==> src/rtl/fetch_unit_pq_pkg.sv <==
// Shared definitions for the fetch front end: FSM encoding, reset PC, queue count width.
package fetch_unit_pq_pkg;

    typedef enum logic [1:0] {
        S_IDLE = 2'b00,
        S_WAIT = 2'b01,
        S_DROP = 2'b10
    } state_t;

    localparam logic [25:0] START_ADDR_DEF = 26'h0001000;

    function automatic int qcnt_w(input int depth);
        return $clog2(depth) + 1;
    endfunction

    localparam int QCNT_W_DEF = qcnt_w(4);

endpackage

==> src/rtl/fetch_queue.sv <==
// Prefetch FIFO with a registered head word; flush empties it in one cycle.
module fetch_queue
    import fetch_unit_pq_pkg::*;
#(
    parameter int W     = 58,
    parameter int DEPTH = 4
) (
    input  logic                       clk,
    input  logic                       rst_n,
    input  logic                       push,
    input  logic                       pop,
    input  logic                       flush,
    input  logic [W-1:0]               din,
    output logic [W-1:0]               head,
    output logic [qcnt_w(DEPTH)-1:0]   count
);
    localparam int PW = $clog2(DEPTH);
    localparam int CW = qcnt_w(DEPTH);

    logic [W-1:0]  mem [DEPTH];
    logic [PW-1:0] rd, wr, rd_n;

    assign rd_n = rd + PW'(pop);

    always_ff @(posedge clk) begin
        if (push) mem[wr] <= din;
    end

    always_ff @(posedge clk or negedge rst_n) begin
        if (!rst_n) begin
            rd    <= '0;
            wr    <= '0;
            count <= '0;
            head  <= '0;
        end else if (flush) begin
            rd    <= '0;
            wr    <= '0;
            count <= '0;
        end else begin
            if (push) wr <= wr + PW'(1);
            rd    <= rd_n;
            count <= count + CW'(push) - CW'(pop);
            // The new head is either the word being written this cycle or an older stored entry
            if (push && rd_n == wr) head <= din;
            else if (pop)           head <= mem[rd_n];
        end
    end

endmodule

==> src/rtl/fetch_unit_pq.sv <==
// Instruction fetch front end: PC, single-outstanding imem handshake, prefetch queue.
// Optional STALL_CNT/DROP_CNT counters when FETCH_STALL_CNT_EN is defined.
module fetch_unit_pq
    import fetch_unit_pq_pkg::*;
#(
    parameter int DATA_WIDTH = 32,
    parameter int ADDR_WIDTH = 26,
    parameter int DEPTH      = 4,
    parameter logic [ADDR_WIDTH-1:0] START_ADDR = START_ADDR_DEF
) (
    input  logic                      CLK,
    input  logic                      RST,
    output logic                      IMEM_REQ,
    output logic [ADDR_WIDTH-1:0]     IMEM_ADDR,
    input  logic                      IMEM_ACK,
    input  logic [DATA_WIDTH-1:0]     IMEM_DATA,
    input  logic                      REDIRECT,
    input  logic [ADDR_WIDTH-1:0]     REDIRECT_ADDR,
    output logic                      INST_VALID,
    input  logic                      INST_READY,
    output logic [DATA_WIDTH-1:0]     INSTRUCTION,
    output logic [ADDR_WIDTH-1:0]     INST_PC,
    output logic [qcnt_w(DEPTH)-1:0]  Q_COUNT
`ifdef FETCH_STALL_CNT_EN
    ,
    output logic [31:0]               STALL_CNT,
    output logic [15:0]               DROP_CNT
`endif
);
    localparam int CW = qcnt_w(DEPTH);

    state_t                          state;
    logic [ADDR_WIDTH-1:0]           pc;
    logic [DATA_WIDTH+ADDR_WIDTH-1:0] head;
    logic                            xfer, push, pop;

    assign xfer       = IMEM_REQ && IMEM_ACK;
    assign push       = xfer && state == S_WAIT && !REDIRECT;
    assign pop        = INST_VALID && INST_READY && !REDIRECT;
    assign INST_VALID = Q_COUNT != '0;
    assign {INSTRUCTION, INST_PC} = head;

    fetch_queue #(.W(DATA_WIDTH + ADDR_WIDTH), .DEPTH(DEPTH)) u_queue (
        .clk   (CLK),
        .rst_n (RST),
        .push  (push),
        .pop   (pop),
        .flush (REDIRECT),
        .din   ({IMEM_DATA, IMEM_ADDR}),
        .head  (head),
        .count (Q_COUNT)
    );

    always_ff @(posedge CLK or negedge RST) begin
        if (!RST) begin
            state     <= S_IDLE;
            pc        <= START_ADDR;
            IMEM_REQ  <= 1'b0;
            IMEM_ADDR <= START_ADDR;
        end else begin
            case (state)
                S_IDLE: begin
                    if (REDIRECT) begin
                        pc <= REDIRECT_ADDR;
                    end else if (Q_COUNT < CW'(DEPTH)) begin
                        IMEM_REQ  <= 1'b1;
                        IMEM_ADDR <= pc;
                        state     <= S_WAIT;
                    end
                end
                S_WAIT: begin
                    if (IMEM_ACK) begin
                        IMEM_REQ <= 1'b0;
                        state    <= S_IDLE;
                        pc       <= REDIRECT ? REDIRECT_ADDR : pc + ADDR_WIDTH'(1);
                    end else if (REDIRECT) begin
                        pc    <= REDIRECT_ADDR;
                        state <= S_DROP;
                    end
                end
                S_DROP: begin
                    // Request must stay up until memory answers; its data is thrown away
                    if (REDIRECT) pc <= REDIRECT_ADDR;
                    if (IMEM_ACK) begin
                        IMEM_REQ <= 1'b0;
                        state    <= S_IDLE;
                    end
                end
                default: state <= S_IDLE;
            endcase
        end
    end

`ifdef FETCH_STALL_CNT_EN
    always_ff @(posedge CLK or negedge RST) begin
        if (!RST) begin
            STALL_CNT <= '0;
            DROP_CNT  <= '0;
        end else begin
            if (INST_READY && !INST_VALID && STALL_CNT != 32'hFFFF_FFFF)
                STALL_CNT <= STALL_CNT + 32'd1;
            if (xfer && (state == S_DROP || (state == S_WAIT && REDIRECT)))
                DROP_CNT <= DROP_CNT + 16'd1;
        end
    end
`endif

endmodule

==> config.mk <==
export PLATFORM = sky130hd
export DESIGN_NAME = fetch_unit_pq
export DESIGN_NICKNAME = d
export VERILOG_FILES = /design/src/rtl/fetch_unit_pq_pkg.sv /design/src/rtl/fetch_queue.sv /design/src/rtl/fetch_unit_pq.sv
export SDC_FILE = /design/constraint.sdc
export NUM_CORES = 1
export LEC_CHECK = 0
export BUFFER_PORTS_ARGS = -buffer_cell sky130_fd_sc_hd__buf_2
export CORE_MARGIN = 2
export CORE_UTILIZATION = 45
export CTS_BUF_LIST = sky130_fd_sc_hd__clkbuf_4
export CTS_CLUSTER_DIAMETER = 30
export DETAILED_ROUTE_END_ITERATION = 12
export PLACE_DENSITY = 0.74
export SYNTH_ARGS = -nofsm -noshare
export SYNTH_HDL_FRONTEND = slang
export SYNTH_SLANG_ARGS = --single-unit
==> constraint.sdc <==
create_clock -name CLK -period 3.65 [get_ports CLK]
set_input_delay 0.5475 -clock CLK [delete_from_list [all_inputs] [get_ports CLK]]
set_output_delay 0.5475 -clock CLK [all_outputs]
set_load 0.01 [all_outputs]
Yosys cells after proc, flatten, opt, wreduce, memory -nomap -nowiden. Memory sizes are Yosys's and may differ from the RTL's. A register that Yosys moved wholly into a read port is not among the register bits. Index checks and enable logic that the tools add are counted.

Flip-flop bits (word level): 62. RAM bits: 232. Output and inout bits: 89. Input port bits: 63. Memories kept: 1.

Magnitude comparators: 1. Reductions and logical operators: 20. Eq/ne operators: 8. Bitwise gates (word level): 1. Mux-type cells: 20. Add/subtract/negate cells: 5.

Memory list: u_queue.mem (words 4, width 58, read ports 1, clocked after Yosys merged registers in 1, wr ports 1, RTL line fetch_queue.sv:20) `logic [W-1:0] mem [DEPTH];`.

Operator list (number): 2-to-1 mux 26 bit (3); case mux 26 bit (2 select lines) (1); adder 26 x 1 -> 26 bit, second input constant (1); 2-to-1 mux 2 bit (8); AND reduction 4 bit (2); nonzero test 2 bit (4); logical AND 1 bit (6); inequality test 2 bit, second input constant (3); case mux 2 bit (3 select lines) (1); 2-to-1 mux 1 bit (5); OR reduction 2 bit (2); adder 3 x 1 -> 3 bit (1); < comparator 3 bit, second input constant (1); 2-to-1 mux 3 bit (1); inequality test 3 bit, second input constant (1); AND reduction 3 bit (1); nonzero test 3 bit (1); subtractor 3 x 1 -> 3 bit (1); adder 2 x 1 -> 2 bit (1); adder 2 x 1 -> 2 bit, second input constant (1); equality test 2 x 1 -> 1 bit, second input constant (1); equality test 2 bit (1); equality test 2 bit, second input constant (1); logical NOT 1 bit (2); 5 further kinds (5).

Longest topological paths before layout. Gate-level depths: netlist of the first run.

Depth after elaboration: 8. Gate-level depth with buffers: 13.

Modules after synthesis. Synthesis of the first run repeated with hierarchy kept, for this count alone.

Cell total of the unflattened synthesis: 1117. Area total of the unflattened synthesis: 15123.3 um2.

By module, submodules not included: fetch_queue (area each 12234.2 um2, times used 1, cells each 830); fetch_unit_pq (area each 2889.0 um2, times used 1, cells each 287).

Least setup slack after synthesis of the first run. No wires, ideal clock.

Path kind: flip-flop to flip-flop. Start point: register state[1]. End point: memory u_queue.mem[2][0] (enable). Path slack: 0.747 ns. Library setup time: 0.422 ns. Data required time: 3.228 ns. Data arrival time: 2.481 ns. Cell stages (with the launch flop): 7. Path buffers: 0. Period minus slack after synthesis: 2.903 ns. Cells stage by stage: dfrtp_1 > inv_1 > ha_1 > nand3_1 > nand2b_4 > inv_1 > and2_1.

Longest elaborated chain between the ends: 5.

Ends and longest elaborated chain: start, declared (RTL line fetch_unit_pq.sv:32) `state_t state;`; start signal, assigned (RTL line fetch_unit_pq.sv:56) `state <= S_IDLE;`; start signal, assigned (RTL line fetch_unit_pq.sv:68) `state <= S_WAIT;`; start signal, assigned (RTL line fetch_unit_pq.sv:74) `state <= S_IDLE;`; equality test 2 x 1 -> 1 bit (RTL line fetch_unit_pq.sv:38) `assign push = xfer && state == S_WAIT && !REDIRECT;`; logical AND 1 bit (2 in a row) (RTL line fetch_unit_pq.sv:38); 2-to-1 mux 1 bit (RTL line fetch_queue.sv:26) `if (push) mem[wr] <= din;`; 2-to-1 mux 1 bit (implied by the code) (RTL line fetch_queue.sv:26); end, declared (RTL line fetch_queue.sv:20).

Every way passes these cells.

Worst setup path in the final report of the first run.
Start point: register u_queue.count[2]. End point: register u_queue.head[44] (read register of u_queue.mem).

Longest elaborated chain between the ends: 8.

Ends and longest elaborated chain: start, declared (RTL line fetch_queue.sv:15) `output logic [qcnt_w(DEPTH)-1:0] count`; start signal, assigned (RTL line fetch_queue.sv:42) `count <= count + CW'(push) - CW'(pop);`; nonzero test 3 bit (*) (RTL line fetch_unit_pq.sv:40) `assign INST_VALID = Q_COUNT != '0;`; logical AND 1 bit (*) (2 in a row) (RTL line fetch_unit_pq.sv:39) `assign pop = INST_VALID && INST_READY && !REDIRECT;`; adder 2 x 1 -> 2 bit (RTL line fetch_queue.sv:23) `assign rd_n = rd + PW'(pop);`; equality test 2 bit (RTL line fetch_queue.sv:44) `if (push && rd_n == wr) head <= din;`; logical AND 1 bit (RTL line fetch_queue.sv:44); nonzero test 2 bit (no line); AND reduction 2 bit (no line); end, declared (RTL line fetch_queue.sv:14) `output logic [W-1:0] head,`.

Every way passes the cells marked *; elsewhere a longest branch is shown, timed or not. A chain may end at the register's enable or synchronous reset.

==> results of run 1 <==
-- through the flow --
stage / power (W) / area [um2] / hold WS [ns] / worst slack [ns] / std cells
floorplan: 0.00772 / 15000 / 0.252 / 0.747 / 1084
global placement: 0.00898 / 16300 / 0.519 / 1.01 / 1624
detailed placement: 0.00909 / 16300 / 0.530 / 0.977 / 1624
CTS: 0.0127 / 17600 / 0.00458 / 0.970 / 1799
global route: 0.0133 / 17600 / 0.00575 / 0.703 / 1801
finish: 0.0126 / 17600 / 0.0587 / 0.947 / 1801
-- synthesized netlist by cell type (5+ instances only) --
cell	instances
edfxtp_1	232
nand2_1	133
dfrtp_1	118
nor2_1	62
mux2_2	58
a21oi_1	44
o22ai_1	33
buf_2	32
clkbuf_1	32
a31oi_1	29
a41o_1	28
a221oi_1	26
mux4_2	26
nand3b_1	26
o21ai_0	22
nand3_1	17
a22oi_1	16
nand4_1	16
nor3_1	15
ha_1	10
mux2i_1	10
inv_1	9
a221o_1	7
buf_4	7
nor2b_1	7
and2_1	5
nand4b_1	5
o211ai_1	5
-- metal layers --
| metal | routed length [um] | up-vias | GRT usage |
|---|---|---|---|
| li1 | - | 4658 | - |
| met1 | 14700 | 5162 | 0.271 |
| met2 | 18400 | 454 | 0.348 |
| met3 | 2800 | 57 | 0.0520 |
| met4 | 651 | 0 | 0.0647 |
| met5 | 0 | - | 0 |
-- state kept, by name, indices dropped and copies added, names as in the netlist --
register       cells
u_queue.mem      232
u_queue.head      58
IMEM_ADDR         26
pc                26
u_queue.count      3
state              2
u_queue.rd         2
u_queue.wr         2
IMEM_REQ           1
-- critical path: stages (launching register included) --
cell and delay (ns):
dfrtp_1 0.48, nor3_4 0.44, inv_2 0.21, nand2_4 0.10
buf_4 0.58, o41ai_4 0.18, buf_4 0.31, o22ai_1 0.17
a21oi_1 0.06
-- worst min path at each step --
stage          cells past startpoint  slack [ns]         startpoint            end
2_1_floorplan                      0        0.25                RST   IMEM_ADDR[0]
3_3_place_gp                       1        0.52             pc[25]  IMEM_ADDR[25]
3_5_place_dp                       2        0.53             pc[25]         pc[25]
4_1_cts                            3       0.005  REDIRECT_ADDR[13]         pc[13]
5_1_grt                            3       0.006  REDIRECT_ADDR[20]         pc[20]
6_report                           3        0.06  REDIRECT_ADDR[13]         pc[13]
-- cell families (layout without fill, tap and decap cells) --
| group | count (synthesis) | after routing |
|---|---|---|
| flops | 352 | 352 |
| simple gates | 305 | 305 |
| compound gates | 227 | 227 |
| mux | 94 | 94 |
| buf+inv | 88 | 362 |
| fa+ha+maj | 11 | 11 |
| xor+xnor | 7 | 7 |
| other cells | 0 | 1 |
-- where the power goes --
group	internal [W]	switching [W]	leakage (nW)	total, W
sequential	0.00514	0.000811	3.51	0.00595
combinational	0.00131	0.00175	2.45	0.00306
clock	0.00198	0.00160	0.765	0.00358
total	0.00843	0.00416	6.73	0.0126
-- cell type report --
cell class / count / area share
antenna: 1 / 0.000142
clock buffer: 147 / 0.0628
clock inverter: 26 / 0.00996
inverter: 11 / 0.00235
multi-input combinational: 644 / 0.266
sequential: 352 / 0.568
tap: 442 / 0.0315
timing repair buffer: 178 / 0.0596
==> results.md, run 1 <==
* TNS Setup at 0 ns
* Post-CTS sizing at 0
* Initial core utilization at 0.460
* Area share of the largest cell type after synthesis at 0.463
* Worst setup EP type: flop
* Synth Area in Adders at 0.00965
* FF-to-FF End: u_queue.head[44]
* Synth Warn # at 0
* ANT nets after route at 0
* Initial DRT Pass Iterations at 6
* Clock latency on the worst-skew pair at between 0.7 and 0.8 ns
* Status: complete, no violations
* DR WL/cell at approximately 20 um
* RePlAce Congestion at roughly 0.83
* CP endpoint: u_queue.head[44]
* Final Critical Period at between 2 and 3 ns
* Antenna violations before repair at 1
* LEAKAGE at roughly 6.7 nW
* Worst endpoint required time at between 4 and 5 ns
* Cell Pwr Density at just over 700 nW/um2
* Multiplexer share of the synthesized area at 0.0890
* I/O pin count at between 150 and 200
* CTS tree: built
* Startpoint types: flop
* Mapped Nets at ~1200
* Slew HR at 0.371
* DR vias at between 10000 and 15000
* Largest net degree at the start of global routing at between 100 and 150
* Mapped cell area at 15000 um2
* Compound-Gate Fraction of Synth Area at 0.107
* CTS sink count at between 300 and 400
* Critical Path AT at between 3 and 4 ns
* Max IR drop VDD at 399 uV
* Post-route clock period utilization at 0.741
* Unique masters post-synth at a little over 60
* Max capacitance violation total at 0
* Drt drc at 0
* Port Buffer Count at ~150
* Skew final at slightly below 0.05 ns
* FP Rows at 66
* Yosys reg bits at between 300 and 400
* Hold-fix buffers, CTS at 2
* TritonCTS Buffers at slightly above 90
* Share of cells above drive strength 1 at 0.323
* # fillers at about 2800
* Launching point of the worst reg2reg path: u_queue.count[2]
* Post-Synth Simple-Gate Area at 0.0996
* Crit-path max FO at 54
* DIE AREA at around 35000 um2
* Number of global-route vias before repair at between 10000 and 15000
* Die width at roughly 190 um
* Via/cell ratio at about 5.7
* Post-detail-place hpwl at 22600 um
* FF+latch area at about 10000 um2
* Main combinational cell family by area after synthesis: compound AO/OA/AOI/OAI gates
* XOR/XNOR Fraction of Synth Area at 0.00408
* Most frequent cells in the layout: 232 x edfxtp_1, 150 x buf_2, 147 x clkbuf_4
* H-tree Lvls at 3
* Fin. Hold Viols at 0
* Crit path kind: flop to flop
* Synth top area cells: edfxtp_1 46%, dfrtp_1 20%, mux2_2 4.3%
* Clk buf depth at 3
* Setup violations, final at 0
* First-iteration detailed-routing DRC count at ~900
* Root Buffer: clkbuf_4
* Synthesized area per cell at 13.9 um2
* Total routed wirelength at around 37000 um
* Clock-pin transition on the worst setup and hold timing paths at about 0.060 ns
* Dominant cell type by area after synthesis: edfxtp_1
* Type of the worst min-delay path: input port to flop
* Reg2reg setup slack at ~0.95 ns
* RSZ-0062 raised after global routing: no
* Core Area at between 30000 and 40000 um2
* Multi-input logic area at 4680 um2
* First-pass GRT wire length at about 57000 um
* GRT Resource Usage Total at 0.209
* Post-CTS Setup Bufs at 0
* Worst Setup SP: u_queue.count[2]
* Remaining Overflow, GRT at 0
* Final Core Density at 0.538
* Most common cell after layout, fill and taps aside: edfxtp_1
* Post-synth EDFFs at 232
* Final #Nets at between 1000 and 1500
* Sequential area share after synthesis at 0.663
* Syn Inst Count at approximately 1100
* Chip height at 187 um
* Primary FF master, synth: edfxtp_1
* Synth async-reset ratio at 0.341
* Max Clk Rate at 370 MHz
* Slew @ Worst Pin at 0.944 ns
* R2r worst-path depth at 8
* Max-slew violations at 0
* Area growth syn-to-layout at 16.9%
Power figures use the tool's default switching activity.
==> run 2, diff against run 1 <==
- PLACE_DENSITY: 0.74 -> 0.76
- clock period: 3.65 -> 2.46 ns (I/O delays scaled with it)
==> run 2 against run 1 <==
Cell count rose by 4.1%. First-iteration DRC count rose by 2.9%. Hold slack improved by 0.044 ns. Flip-flop and latch count did not move. Count of clock-buffer cells in the layout fell by 1. Die area did not move. Critical endpoint is now u_queue.count[2]. Fmax rose by 19%. Routed wire length rose by 1.4%.
==> results.md, run 2 (synthesis gave the netlist of run 1 again) <==
* Status: complete, no violations
* TritonCTS Buffers at slightly below 90
* Clk buf depth at 3
* Type of the worst min-delay path: input port to flop
* DIE AREA at between 30000 and 40000 um2
* Antenna violations before repair at 2
* Skew final at roughly 0.045 ns
* Largest net degree at the start of global routing at between 70 and 80
* Chip height at about 190 um
* LEAKAGE at slightly above 7 nW
* Cell Pwr Density at a little over 1000 nW/um2
* Clock latency on the worst-skew pair at roughly 0.75 ns
* RePlAce Congestion at about 0.87
* Slew HR at 0.515
* R2r worst-path depth at 11
* Total routed wirelength at ~37000 um
* Max IR drop VDD at around 680 uV
* Fin. Hold Viols at 0
* H-tree Lvls at 3
* Max reg flops at roughly 230
* Most common cell after layout, fill and taps aside: edfxtp_1
* CTS tree: built
* First-iteration detailed-routing DRC count at just over 900
* Launching point of the worst reg2reg path: state[1]
* WL met2 at between 15000 and 20000 um
* Initial core utilization at 0.460
* Reg2reg setup slack at 0.19 ns
* Critical Path AT at ~2.9 ns
* Crit-path max FO at 5
* Final #Nets at 1428
* Worst stage delay on the critical path at around 0.41 ns
* Post-detail-place hpwl at roughly 22000 um
* Setup violations, final at 0
* Met1 wire length at 15300 um
* Clock-pin transition on the worst setup and hold timing paths at approximately 0.060 ns
* Slew @ Worst Pin at around 0.73 ns
* Max Clk Rate at around 440 MHz
* Number of global-route vias before repair at about 11000
* DR top layer: met4
* GRT Resource Usage Total at 0.213
* Final Critical Period at around 2.3 ns
* Post-CTS Setup Bufs at 0
* Worst endpoint required time at between 3 and 4 ns
* Initial DRT Pass Iterations at 5
* Crit path cell chain: inv_1 -> ha_1 -> nand3_1 -> nand2b_4 -> inv_2 -> ha_1 -> inv_1 -> fa_1 -> xor2_1 -> xnor2_1 -> nor2_1
* Die width at 187 um
* Largest regs: u_queue.mem: 232 flops, u_queue.head: 58 flops
* Worst setup EP type: flop
* Core Area at 32700 um2
* ANT nets after route at 0
* Max-slew violations at 0
* # fillers at about 2700
* Drt drc at 0
* Post-route clock period utilization at 0.924
* DR WL/cell at just under 20 um
* Via/cell ratio at 5.68
* Worst Setup SP: state[1]
* Port Buffer Count at ~150
* CP endpoint: u_queue.count[2]
* CTS sink count at about 350
* DR vias at 10600
* First-pass GRT wire length at around 59000 um
* Top reg by flops: u_queue.mem
* Remaining Overflow, GRT at 0
* Crit path kind: flop to flop
* Area growth syn-to-layout at 22.8%
* Hold Path Cell Cnt at 3
* Max capacitance violation total at 0
* Most frequent cells in the layout: 232 x edfxtp_1, 150 x buf_2, 146 x clkbuf_4
* TNS Setup at 0 ns
* Final WS setup at roughly 0.19 ns
* FP Rows at between 60 and 70
* Final Core Density at 0.565
* Crit path max-delay cell type: dfrtp_1
* I/O pin count at between 150 and 200
* Root Buffer: clkbuf_4
* FF-to-FF End: u_queue.count[2]
* Setup WS pre-CTS at 0.102 ns
* Share of cells above drive strength 1 at 0.325
* RSZ-0062 raised after global routing: no
* Routed met3 length at around 2800 um
* Startpoint types: flop
## run 2: worst max-delay path, delay by kind of cell, from the launching register on
| kind | cells | cell delay, ns |
|---|---|---|
| fa+ha+maj | 3 | 0.72 |
| simple gates | 3 | 0.42 |
| flops | 1 | 0.41 |
| xor+xnor | 2 | 0.33 |
| buf+inv | 3 | 0.26 |
## run 2: per-stage QoR
step	std cells	area [um2]	hold WS, ns	total power, W
after CTS	1872	18400	0.0289	0.0192
after global routing	1874	18500	0.0661	0.0202
after global placement	1645	16500	0.352	0.0133
after floorplan	1084	15000	0.0734	0.0114
after detailed placement	1645	16500	0.348	0.0135
final	1874	18500	0.103	0.0191
## run 2: layout make-up
cell class / count / area [um2] / share of cell area
Sequential cell: 352 / 9980 / 0.540
Multi-Input combinational cell: 644 / 4700 / 0.254
Timing Repair Buffer: 256 / 1870 / 0.101
Clock buffer: 146 / 1100 / 0.0594
Tap cell: 442 / 553 / 0.0299
Clock inverter: 21 / 229 / 0.0124
Inverter: 11 / 41.3 / 0.00224
Antenna cell: 2 / 5.00 / 0.000271
## run 2: layer usage
| metal | GRT usage | up-vias |
|---|---|---|
| li1 | - | 4803 |
| met1 | 0.279 | 5352 |
| met2 | 0.348 | 430 |
| met3 | 0.0520 | 60 |
| met4 | 0.0766 | 0 |
| met5 | 0 | - |
## run 2: how the worst min path moves through the flow
stage,start,end,slack (ns)
floorplan,RST,IMEM_ADDR[0],0.07
global placement,RST,IMEM_ADDR[23],0.35
detailed placement,RST,IMEM_ADDR[23],0.35
CTS,REDIRECT,u_queue.rd[0],0.03
global route,REDIRECT,u_queue.rd[0],0.07
finish,REDIRECT,u_queue.rd[0],0.10
## run 2: report_power, final
group	switching [W]	internal, W	total, W
Clock	0.00234	0.00321	0.00556
Combinational	0.00275	0.00213	0.00488
Sequential	0.00103	0.00762	0.00865
Total	0.00612	0.0130	0.0191
## run 2: timing repair
action                                  in CTS  in global routing
hold buffers                                60                  0
resized for setup                            0                  4
endpoints found under the hold margin      267                  0
endpoints found under the setup margin       0                 22
==> run 3, diff against run 2 <==
- CTS_BUF_LIST: sky130_fd_sc_hd__clkbuf_4 -> sky130_fd_sc_hd__clkbuf_8
==> run 3 against run 2 <==
First-iteration DRC count shrank 1.7%. Non-clock buffer count shrank 47. Flip-flop and latch count stayed put. Clock skew down 0.013 ns. Largest cell class unchanged. Largest power group unchanged.
==> results.md, run 3 (synthesis gave the netlist of run 1 again) <==
* Via/cell ratio at roughly 5.8
* DR vias at between 10000 and 15000
* Max IR drop VDD at roughly 670 uV
* First-iteration detailed-routing DRC count at about 900
* # fillers at 2654
* Clock power frac at 0.341
* Max reg flops at between 200 and 250
* Crit-path max FO at 5
* Max Clk Rate at around 440 MHz
* Top reg by flops: u_queue.mem
* Area growth syn-to-layout at 22.2%
* Startpoint types: flop
* Cell Pwr Density at between 1000 and 1500 nW/um2
* Type of the worst min-delay path: input port to flop
* Int Power at 0.0140 W
* RSZ-0062 raised after global routing: no
* Max-slew violations at 0
* Setup violations, final at 0
* Sequential power share at 0.424
* Combinational share of power at 0.235
* LEAKAGE at a little over 7 nW
* Final Critical Period at between 2 and 2.5 ns
* Clk buf depth at 3
* TNS Setup at 0 ns
* DIE AREA at approximately 35000 um2
* Finished Cell Area at 18400 um2
* P_sw at 0.00640 W
* Drt drc at 0
* Largest regs: u_queue.mem: 232 flops, u_queue.head: 58 flops
* Worst endpoint required time at between 2 and 3 ns
* RePlAce Congestion at about 0.87
* Clock latency on the worst-skew pair at about 0.58 ns
* Multi-input logic area at 4690 um2
* Total routed wirelength at roughly 36000 um
* Final #Nets at between 1000 and 1500
* Skew final at about 0.032 ns
* I/O pin count at 152
* Post-detail-place hpwl at roughly 22000 um
* Remaining Overflow, GRT at 0
* Most frequent cells in the layout: 232 x edfxtp_1, 150 x buf_2, 133 x nand2_1
* TritonCTS Buffers at 74
* Number of global-route vias before repair at about 10000
* First-pass GRT wire length at 57700 um
* DP Area at between 15000 and 20000 um2
* Share of cells above drive strength 1 at 0.312
* Crit path kind: flop to flop
* Sw frac at 0.313
* GRT Resource Usage Total at 0.208
* Status: complete, no violations
* Critical Path AT at ~2.7 ns
* Final Power at about 0.020 W
* CTS sink count at 352
* Die width at roughly 190 um
* Antenna violations before repair at 1
* Most common cell after layout, fill and taps aside: edfxtp_1
* Post-route clock period utilization at 0.921
* FF+latch area at between 9000 and 10000 um2
* Root Buffer: clkbuf_8
* CTS tree: built
* FP Rows at 66
* Initial DRT Pass Iterations at 5
* Initial core utilization at 0.460
* Worst setup EP type: flop
* Core Area at around 33000 um2
* Port Buffer Count at 151
* Chip height at roughly 190 um
* H-tree Lvls at 3
* Largest net degree at the start of global routing at between 70 and 80
* ANT nets after route at 0
* Slew @ Worst Pin at 0.724 ns
* Max capacitance violation total at 0
* DR WL/cell at roughly 20 um
* Clock-pin transition on the worst setup and hold timing paths at around 0.060 ns
* Fin. Hold Viols at 0
* Slew HR at 0.517
[run 3: final cells by class]
class,count,share of cell area
well taps,442,0.0301
repair buffers,209,0.0759
clock buffers,90,0.0674
flip-flops and latches,352,0.543
multi-input cells,644,0.255
inverters,11,0.00225
clock inverters,45,0.0266
diodes,1,0.000136
[run 3: per-layer routing]
metal	up-vias	track usage	part of all wire
met5	-	0	0
met4	0	0.0656	0.020
met3	61	0.0405	0.069
met2	411	0.338	0.49
met1	5276	0.284	0.42
li1	4643	-	-
[run 3: repair_timing]
| action | in CTS | in global routing |
|---|---|---|
| hold buffers | 13 | 0 |
| hold endpoints to repair | 68 | 0 |
| buffers inserted | 0 | 0 |
| resized for setup | 0 | 2 |
| endpoints found under the setup margin | 0 | 15 |
[run 3: power groups by stage]
| stage | sequential (W) | combinational, W | clock (W) |
|---|---|---|---|
| global placement | 0.00869 | 0.00465 | 0 |
| floorplan | 0.00877 | 0.00268 | 0 |
| finish | 0.00866 | 0.00480 | 0.00697 |
| global route | 0.00880 | 0.00527 | 0.00739 |
| CTS | 0.00865 | 0.00484 | 0.00709 |
| detailed placement | 0.00875 | 0.00480 | 0 |
[run 3: final timing paths]
| check | startpoint | endpoint | slack (ns) | cells after the start |
|---|---|---|---|---|
| hold / removal | REDIRECT_ADDR[22] | pc[22] | 0.03 | 3 |
| max in group asynchronous | RST | u_queue.head[3] | 1.36 | 3 |
| setup reg to reg | state[1] | u_queue.count[2] | 0.20 | 11 |
| setup / recovery | state[1] | u_queue.count[2] | 0.20 | 11 |
| hold reg to reg | u_queue.head[5] | u_queue.head[5] | 0.54 | 2 |
| min in group asynchronous | RST | IMEM_ADDR[20] | 0.29 | 2 |
[run 3: worst max-delay path, cell delays in order, from the launching register on]
cell      delay, ns
dfrtp_1        0.41
inv_1          0.12
ha_1           0.20
nand3_1        0.16
nand2b_4       0.21
inv_2          0.09
ha_1           0.14
inv_1          0.05
fa_1           0.38
xor2_1         0.19
xnor2_1        0.14
nor2_1         0.05
[run 3: through the flow]
stage	hold WS (ns)	utilization	setup slack, ns	cells
finish	0.0285	0.562	0.195	1794
floorplan	0.0734	-	0.0391	1084
CTS	0.000435	0.562	0.0949	1793
global route	0.00965	0.562	0.0220	1793
detailed placement	0.348	0.505	0.102	1645
global placement	0.352	0.505	0.174	1645
